$ cat src/rtl/i2c_eeprom_slave_pkg.sv
// Shared I2C definitions: field widths and the slave protocol states.
package i2c_eeprom_slave_pkg;
   localparam int unsigned I2C_ADDR_W = 7;
   localparam int unsigned I2C_DATA_W = 8;

   typedef enum logic [2:0] {
      IDLE,
      ADDR,
      ADDR_ACK,
      WR_DATA,
      WR_ACK,
      RD_DATA,
      RD_ACK,
      WAIT_STOP
   } i2c_state_e;
endpackage

$ cat src/rtl/i2c_bus_monitor.sv
// Synchronizes SCL/SDA into the clk domain and flags SCL edges plus START/STOP.
module i2c_bus_monitor #(
   parameter int unsigned SYNC_STAGES = 2
) (
   input  logic clk,
   input  logic rst,
   input  logic scl_in,
   input  logic sda_in,
   output logic sda,
   output logic scl_rise,
   output logic scl_fall,
   output logic start,
   output logic stop
);
   logic [SYNC_STAGES-1:0] scl_sync;
   logic [SYNC_STAGES-1:0] sda_sync;
   logic                   scl;
   logic                   scl_prev;
   logic                   sda_prev;

   always_ff @(posedge clk) begin
      if (!rst) begin
         scl_sync <= '1;
         sda_sync <= '1;
         scl_prev <= 1'b1;
         sda_prev <= 1'b1;
      end else begin
         scl_sync[0] <= scl_in;
         sda_sync[0] <= sda_in;
         for (int unsigned i = 1; i < SYNC_STAGES; i++) begin
            scl_sync[i] <= scl_sync[i-1];
            sda_sync[i] <= sda_sync[i-1];
         end
         scl_prev <= scl;
         sda_prev <= sda;
      end
   end

   assign scl      = scl_sync[SYNC_STAGES-1];
   assign sda      = sda_sync[SYNC_STAGES-1];
   assign scl_rise = scl & ~scl_prev;
   assign scl_fall = ~scl & scl_prev;
   // SCL must be high in both samples so a simultaneous SCL/SDA move is not a condition
   assign start    = scl & scl_prev & sda_prev & ~sda;
   assign stop     = scl & scl_prev & ~sda_prev & sda;
endmodule

$ cat src/rtl/i2c_eeprom_slave.sv
// I2C slave exposing a byte-wide memory with an auto-incrementing 7-bit word pointer.
module i2c_eeprom_slave
   import i2c_eeprom_slave_pkg::*;
#(
   parameter int unsigned MEM_DEPTH   = 128,
   parameter int unsigned SYNC_STAGES = 2
) (
   input  logic                  clk,
   input  logic                  rst,
   input  logic                  scl_in,
   input  logic                  sda_in,
   output logic                  sda_oe,
   output logic                  busy,
   output logic                  wr_strobe,
   output logic                  rd_strobe,
   output logic [I2C_ADDR_W-1:0] last_addr,
   output logic [I2C_DATA_W-1:0] last_data
);
   localparam int unsigned IDX_W = (MEM_DEPTH > 1) ? $clog2(MEM_DEPTH) : 1;

   logic sda, scl_rise, scl_fall, start, stop;

   i2c_bus_monitor #(.SYNC_STAGES(SYNC_STAGES)) mon (
      .clk      (clk),
      .rst      (rst),
      .scl_in   (scl_in),
      .sda_in   (sda_in),
      .sda      (sda),
      .scl_rise (scl_rise),
      .scl_fall (scl_fall),
      .start    (start),
      .stop     (stop)
   );

   i2c_state_e            state, state_n;
   logic [3:0]            bit_cnt, bit_cnt_n;
   logic [I2C_DATA_W-1:0] shreg, shreg_n;
   logic [I2C_ADDR_W-1:0] ptr, ptr_n;
   logic                  rw, rw_n;
   logic                  sda_oe_n, busy_n, wr_strobe_n, rd_strobe_n;
   logic [I2C_ADDR_W-1:0] last_addr_n;
   logic [I2C_DATA_W-1:0] last_data_n;
   logic                  mem_we, load;
   logic [IDX_W-1:0]      idx;
   logic [I2C_DATA_W-1:0] rd_byte;
   logic [I2C_DATA_W-1:0] mem [MEM_DEPTH];

   assign idx     = ptr[IDX_W-1:0];
   assign rd_byte = mem[idx];

   always_comb begin
      state_n     = state;
      bit_cnt_n   = bit_cnt;
      shreg_n     = shreg;
      ptr_n       = ptr;
      rw_n        = rw;
      sda_oe_n    = sda_oe;
      busy_n      = busy;
      wr_strobe_n = 1'b0;
      rd_strobe_n = 1'b0;
      last_addr_n = last_addr;
      last_data_n = last_data;
      mem_we      = 1'b0;
      load        = 1'b0;
      if (start) begin
         state_n   = ADDR;
         bit_cnt_n = '0;
         sda_oe_n  = 1'b0;
         busy_n    = 1'b1;
      end else if (stop) begin
         state_n   = IDLE;
         bit_cnt_n = '0;
         sda_oe_n  = 1'b0;
         busy_n    = 1'b0;
      end else begin
         case (state)
            ADDR, WR_DATA: begin
               if (scl_rise && bit_cnt < 4'd8) begin
                  shreg_n   = {shreg[I2C_DATA_W-2:0], sda};
                  bit_cnt_n = bit_cnt + 4'd1;
               end else if (scl_fall && bit_cnt == 4'd8) begin
                  sda_oe_n  = 1'b1;
                  bit_cnt_n = '0;
                  if (state == ADDR) begin
                     ptr_n   = shreg[I2C_DATA_W-1:1];
                     rw_n    = shreg[0];
                     state_n = ADDR_ACK;
                  end else begin
                     mem_we      = 1'b1;
                     wr_strobe_n = 1'b1;
                     last_addr_n = ptr;
                     last_data_n = shreg;
                     state_n     = WR_ACK;
                  end
               end
            end
            ADDR_ACK: begin
               if (scl_fall) begin
                  if (rw) begin
                     load = 1'b1;
                  end else begin
                     sda_oe_n = 1'b0;
                     state_n  = WR_DATA;
                  end
               end
            end
            WR_ACK: begin
               if (scl_fall) begin
                  sda_oe_n = 1'b0;
                  ptr_n    = ptr + 7'd1;
                  state_n  = WR_DATA;
               end
            end
            RD_DATA: begin
               if (scl_fall) begin
                  if (bit_cnt == 4'd7) begin
                     sda_oe_n  = 1'b0;
                     bit_cnt_n = '0;
                     state_n   = RD_ACK;
                  end else begin
                     shreg_n   = {shreg[I2C_DATA_W-2:0], 1'b0};
                     sda_oe_n  = ~shreg[I2C_DATA_W-2];
                     bit_cnt_n = bit_cnt + 4'd1;
                  end
               end
            end
            RD_ACK: begin
               // bit_cnt doubles as "master ACKed" between the ACK rise and the following fall
               if (scl_rise) begin
                  if (sda) begin
                     state_n = WAIT_STOP;
                  end else begin
                     ptr_n     = ptr + 7'd1;
                     bit_cnt_n = 4'd1;
                  end
               end else if (scl_fall && bit_cnt == 4'd1) begin
                  load = 1'b1;
               end
            end
            IDLE, WAIT_STOP: ;
            default: state_n = IDLE;
         endcase
         if (load) begin
            shreg_n     = rd_byte;
            sda_oe_n    = ~rd_byte[I2C_DATA_W-1];
            rd_strobe_n = 1'b1;
            last_addr_n = ptr;
            last_data_n = rd_byte;
            bit_cnt_n   = '0;
            state_n     = RD_DATA;
         end
      end
   end

   always_ff @(posedge clk) begin
      if (!rst) begin
         state     <= IDLE;
         bit_cnt   <= '0;
         shreg     <= '0;
         ptr       <= '0;
         rw        <= 1'b0;
         sda_oe    <= 1'b0;
         busy      <= 1'b0;
         wr_strobe <= 1'b0;
         rd_strobe <= 1'b0;
         last_addr <= '0;
         last_data <= '0;
      end else begin
         state     <= state_n;
         bit_cnt   <= bit_cnt_n;
         shreg     <= shreg_n;
         ptr       <= ptr_n;
         rw        <= rw_n;
         sda_oe    <= sda_oe_n;
         busy      <= busy_n;
         wr_strobe <= wr_strobe_n;
         rd_strobe <= rd_strobe_n;
         last_addr <= last_addr_n;
         last_data <= last_data_n;
      end
   end

   always_ff @(posedge clk) begin
      if (rst && mem_we) mem[idx] <= shreg;
   end
endmodule

$ cat config.mk
export PLATFORM = sky130hd
export DESIGN_NAME = i2c_eeprom_slave
export DESIGN_NICKNAME = d
export VERILOG_FILES = /design/src/rtl/i2c_eeprom_slave_pkg.sv /design/src/rtl/i2c_bus_monitor.sv /design/src/rtl/i2c_eeprom_slave.sv
export SDC_FILE = /design/constraint.sdc
export NUM_CORES = 1
export LEC_CHECK = 0
export BUFFER_PORTS_ARGS = -buffer_cell sky130_fd_sc_hd__buf_2
export CAP_MARGIN = 20
export CORE_MARGIN = 10
export CORE_UTILIZATION = 50
export CTS_CLUSTER_DIAMETER = 50
export DETAILED_ROUTE_END_ITERATION = 8
export GPL_ROUTABILITY_DRIVEN = 0
export GPL_TIMING_DRIVEN = 0
export HOLD_SLACK_MARGIN = 0.15
export PLACE_DENSITY_LB_ADDON = 0.12
export SLEW_MARGIN = 20
export SYNTH_ARGS = -nofsm -noshare
export SYNTH_HDL_FRONTEND = slang
export SYNTH_SLANG_ARGS = --single-unit
$ cat constraint.sdc
create_clock -name clk -period 4.55 [get_ports clk]
set_input_delay 1.1375 -clock clk [delete_from_list [all_inputs] [get_ports clk]]
set_output_delay 1.1375 -clock clk [all_outputs]
set_load 0.03 [all_outputs]
==> impl_results.md <==
* Setup Buffers After CTS at 0
* Clock Skew at 0.0278 ns
* Actual slew at the worst max-slew pin at approximately 1.2 ns
* H-tree depth at 3
* Clock slew at reported path FFs at 0.06 ns
* Pleak at 0.0138 uW
* Drt drc at 0
* Fraction of registers with async set/reset at 0%
* DP HPWL at 75.1 mm
* Power Internal at 16000 uW
* Slew Viols, Final at 0
* Antenna Nets Post-Route at 0
* Status: finished, final reports clean
* Register share of total power at 54.0%
* Commonest non-fill, non-tap cells in the layout: edfxtp_1 (1024), mux4_2 (234), nor2_1 (159), clkbuf_16 (120), nand2_1 (94)
* Number of synthesized flops with an enable pin at 1024
* Worst path required time at 4.86 ns
* ANT cells at 0
* Congestion Overflow GR at 0
* Tcrit/Tclk final at between 90 and 100%
* Critical path type: reg2reg
* I/O pins at 23
* Compound-Gate Fraction of Synth Area at 4.13%
* Fin. Hold Viols at 0
* CP Capture Type: flop
* Post-synthesis cell type count at 78
* Total track usage at 23.1%
* Worst vdd ir at approximately 0.34 mV
* Die Span Y at just over 300 um
* First-pass GRT wire length at 163 mm
* Slew margin rel. at 23.0%
* Later-pin clock latency in the skew report at 0.70 ns
* Post-Syn Area at roughly 43000 um^2
* Placed Cells incl. Taps at approximately 3400
* Most common cell after layout, fill and taps aside: edfxtp_1
* Vias in the first global route at 22600
* Seq/Total Area, Yosys at between 70% and 80%
* Pre-antenna DRT Iters at 6
* Clock tree sinks at 1079
* CTS buffer count at 119
* CTS root buf: clkbuf_16
* RSZ-0062 raised after global routing: false
* Net Sw Frac at 19.8%
* Max Root-Sink Buffers at 3
* Primary FF master, synth: edfxtp_1
* Synth Net Count at about 2200
* Setup violations, final at 0
* Tmin final at 4.46 ns
* CTS resizes at 0
* Antenna violations before repair at 3
* Cells after Synth at 2201
* Final net count at 2365
* Main combinational cell family by area after synthesis: multiplexers
* Layout area overhead at 13.1%
* Mux contribution to synthesized area at 14.7%
* Critical path fanouts, max at 10
* MaxCap Viol Count at 0
* Post-synthesis area per instance at 19.4 um^2
* Setup TNS at 0 ns
* Placement Rows at approximately 110
* Xor/xnor cell area share of the yosys netlist at less than 1%
* Post-Synth Adder-Cell Area at less than 1%
* Final WL at 113 mm
* Starting DRC count in detailed routing at approximately 2600
* PwrDens at 413 nW/um^2
* Largest net degree at the start of global routing at 85
* Synthesis-stage register bit count at 1079
* Yosys Warn Count at 0
* TritonCTS clock tree: built
* Die area at 97300 um^2
* Clock Power Share at a little under half
* Sw Pwr at 3940 uW
* Vias per Instance at 6.27
* Vias post-DR at 22600
* Worst min path class: reg2reg
* Core Area at 84900 um^2
* Gate power share at 0.4%
* Mean routed wirelength per cell at 31.5 um
* Initial Util at 50.2%
* Post-CTS Hold Buffers at 0
* Non-filler instance count after layout at approximately 3600
* Die Span X at 312 um
* Total Power at roughly 20000 uW
* Arr. time, crit path at 4.78 ns
* Layout cells sized above 1 at between 20% and 30%
* Simple-Gate Fraction of Synth Area at under 10%
* Port bufs at 22
* Max Fclk at 224 MHz
* Startpoint Class: flop
## power by group through the flow
stage / clock network, uW / logic, uW / registers, uW
global route: 9550 / 83.9 / 10700
detailed placement: 0 / 77.0 / 11000
global placement: 0 / 43.0 / 11000
finish: 9070 / 77.8 / 10800
CTS: 9170 / 77.1 / 10800
floorplan: 0 / 29.3 / 11000
## cell type report
cell class	instances	area, um^2
timing repair buffer	35	414
tap	1144	1430
fill	6438	36700
buffer	126	693
multi-input combinational	979	10000
sequential	1079	31900
inverter	17	63.8
clock inverter	70	559
clock buffer	147	3120
## routing by layer
layer	track usage [%]	up-vias	wire length, um
li1	-	9356	-
met1	31.9	12000	46400
met2	36.8	1005	54100
met3	4.34	206	8920
met4	7.91	0	3870
met5	0	-	0
## cells in the mapped netlist (all sizes together), types with 13 or more instances
| master | n | share of area, % |
|---|---|---|
| edfxtp | 1024 | 72 |
| mux4 | 234 | 12 |
| nor2 | 159 | 1.4 |
| nand2 | 97 | 0.87 |
| mux2i | 80 | 1.9 |
| buf | 70 | 1.1 |
| clkbuf | 56 | 0.49 |
| dfxtp | 55 | 2.6 |
| a21oi | 43 | 0.50 |
| a22oi | 35 | 0.62 |
| o22ai | 31 | 0.46 |
| o21ai | 22 | 0.26 |
| and2 | 20 | 0.29 |
| a211oi | 19 | 0.33 |
| nand3 | 19 | 0.23 |
| mux2 | 18 | 0.48 |
| nor2b | 18 | 0.26 |
| nand2b | 15 | 0.24 |
| a221oi | 14 | 0.29 |
| inv | 14 | 0.12 |
| o221ai | 13 | 0.27 |
## per-stage QoR
stage                     setup WS, ns  utilization (%)  cell area [um^2]  hold slack (ns)
final                           0.0883             56.8             48200            0.409
after detailed placement       -0.0975             52.4             44500            0.398
after global routing           0.00402             56.8             48200            0.431
after floorplan                   1.65                -             42600            0.386
after CTS                        0.118             56.8             48200            0.404
after global placement          -0.311             52.0             44200            0.393
## sequential cells by signal, indices dropped and copies added (netlist names), 2 cells and up, named ones only
signal        count
mon.sda_sync      2
mon.scl_sync      2
state             3
last_addr         7
last_data         8
shreg             8
bit_cnt           4
mem            1024
idx               7
## worst paths after layout
kind                        start              end  slack (ns)  depth (start not counted)
setup / recovery       bit_cnt[1]       mem[59][2]        0.09                          8
hold / removal    mon.scl_sync[0]  mon.scl_sync[1]        0.41                          1
setup reg to reg       bit_cnt[1]       mem[59][2]        0.09                          8
hold reg to reg   mon.scl_sync[0]  mon.scl_sync[1]        0.41                          1
## critical path: stages, from the launching register on
cell      delay (ns)
dfxtp_1         0.34
inv_1           0.10
ha_1            0.17
nand2_1         0.11
or4_4           0.55
nor4_4          0.47
nand3_1         0.77
clkbuf_1        0.68
nor2_1          0.88
## cell families after synthesis
family / count (synthesis)
and+or+nand+nor: 398
DFF: 1079
AOI/OAI and AO/OA: 242
buffers and inverters: 143
adders and majority gates: 5
xor gates and xnor gates: 2
muxes: 332
(Power assumes the default switching activity.)
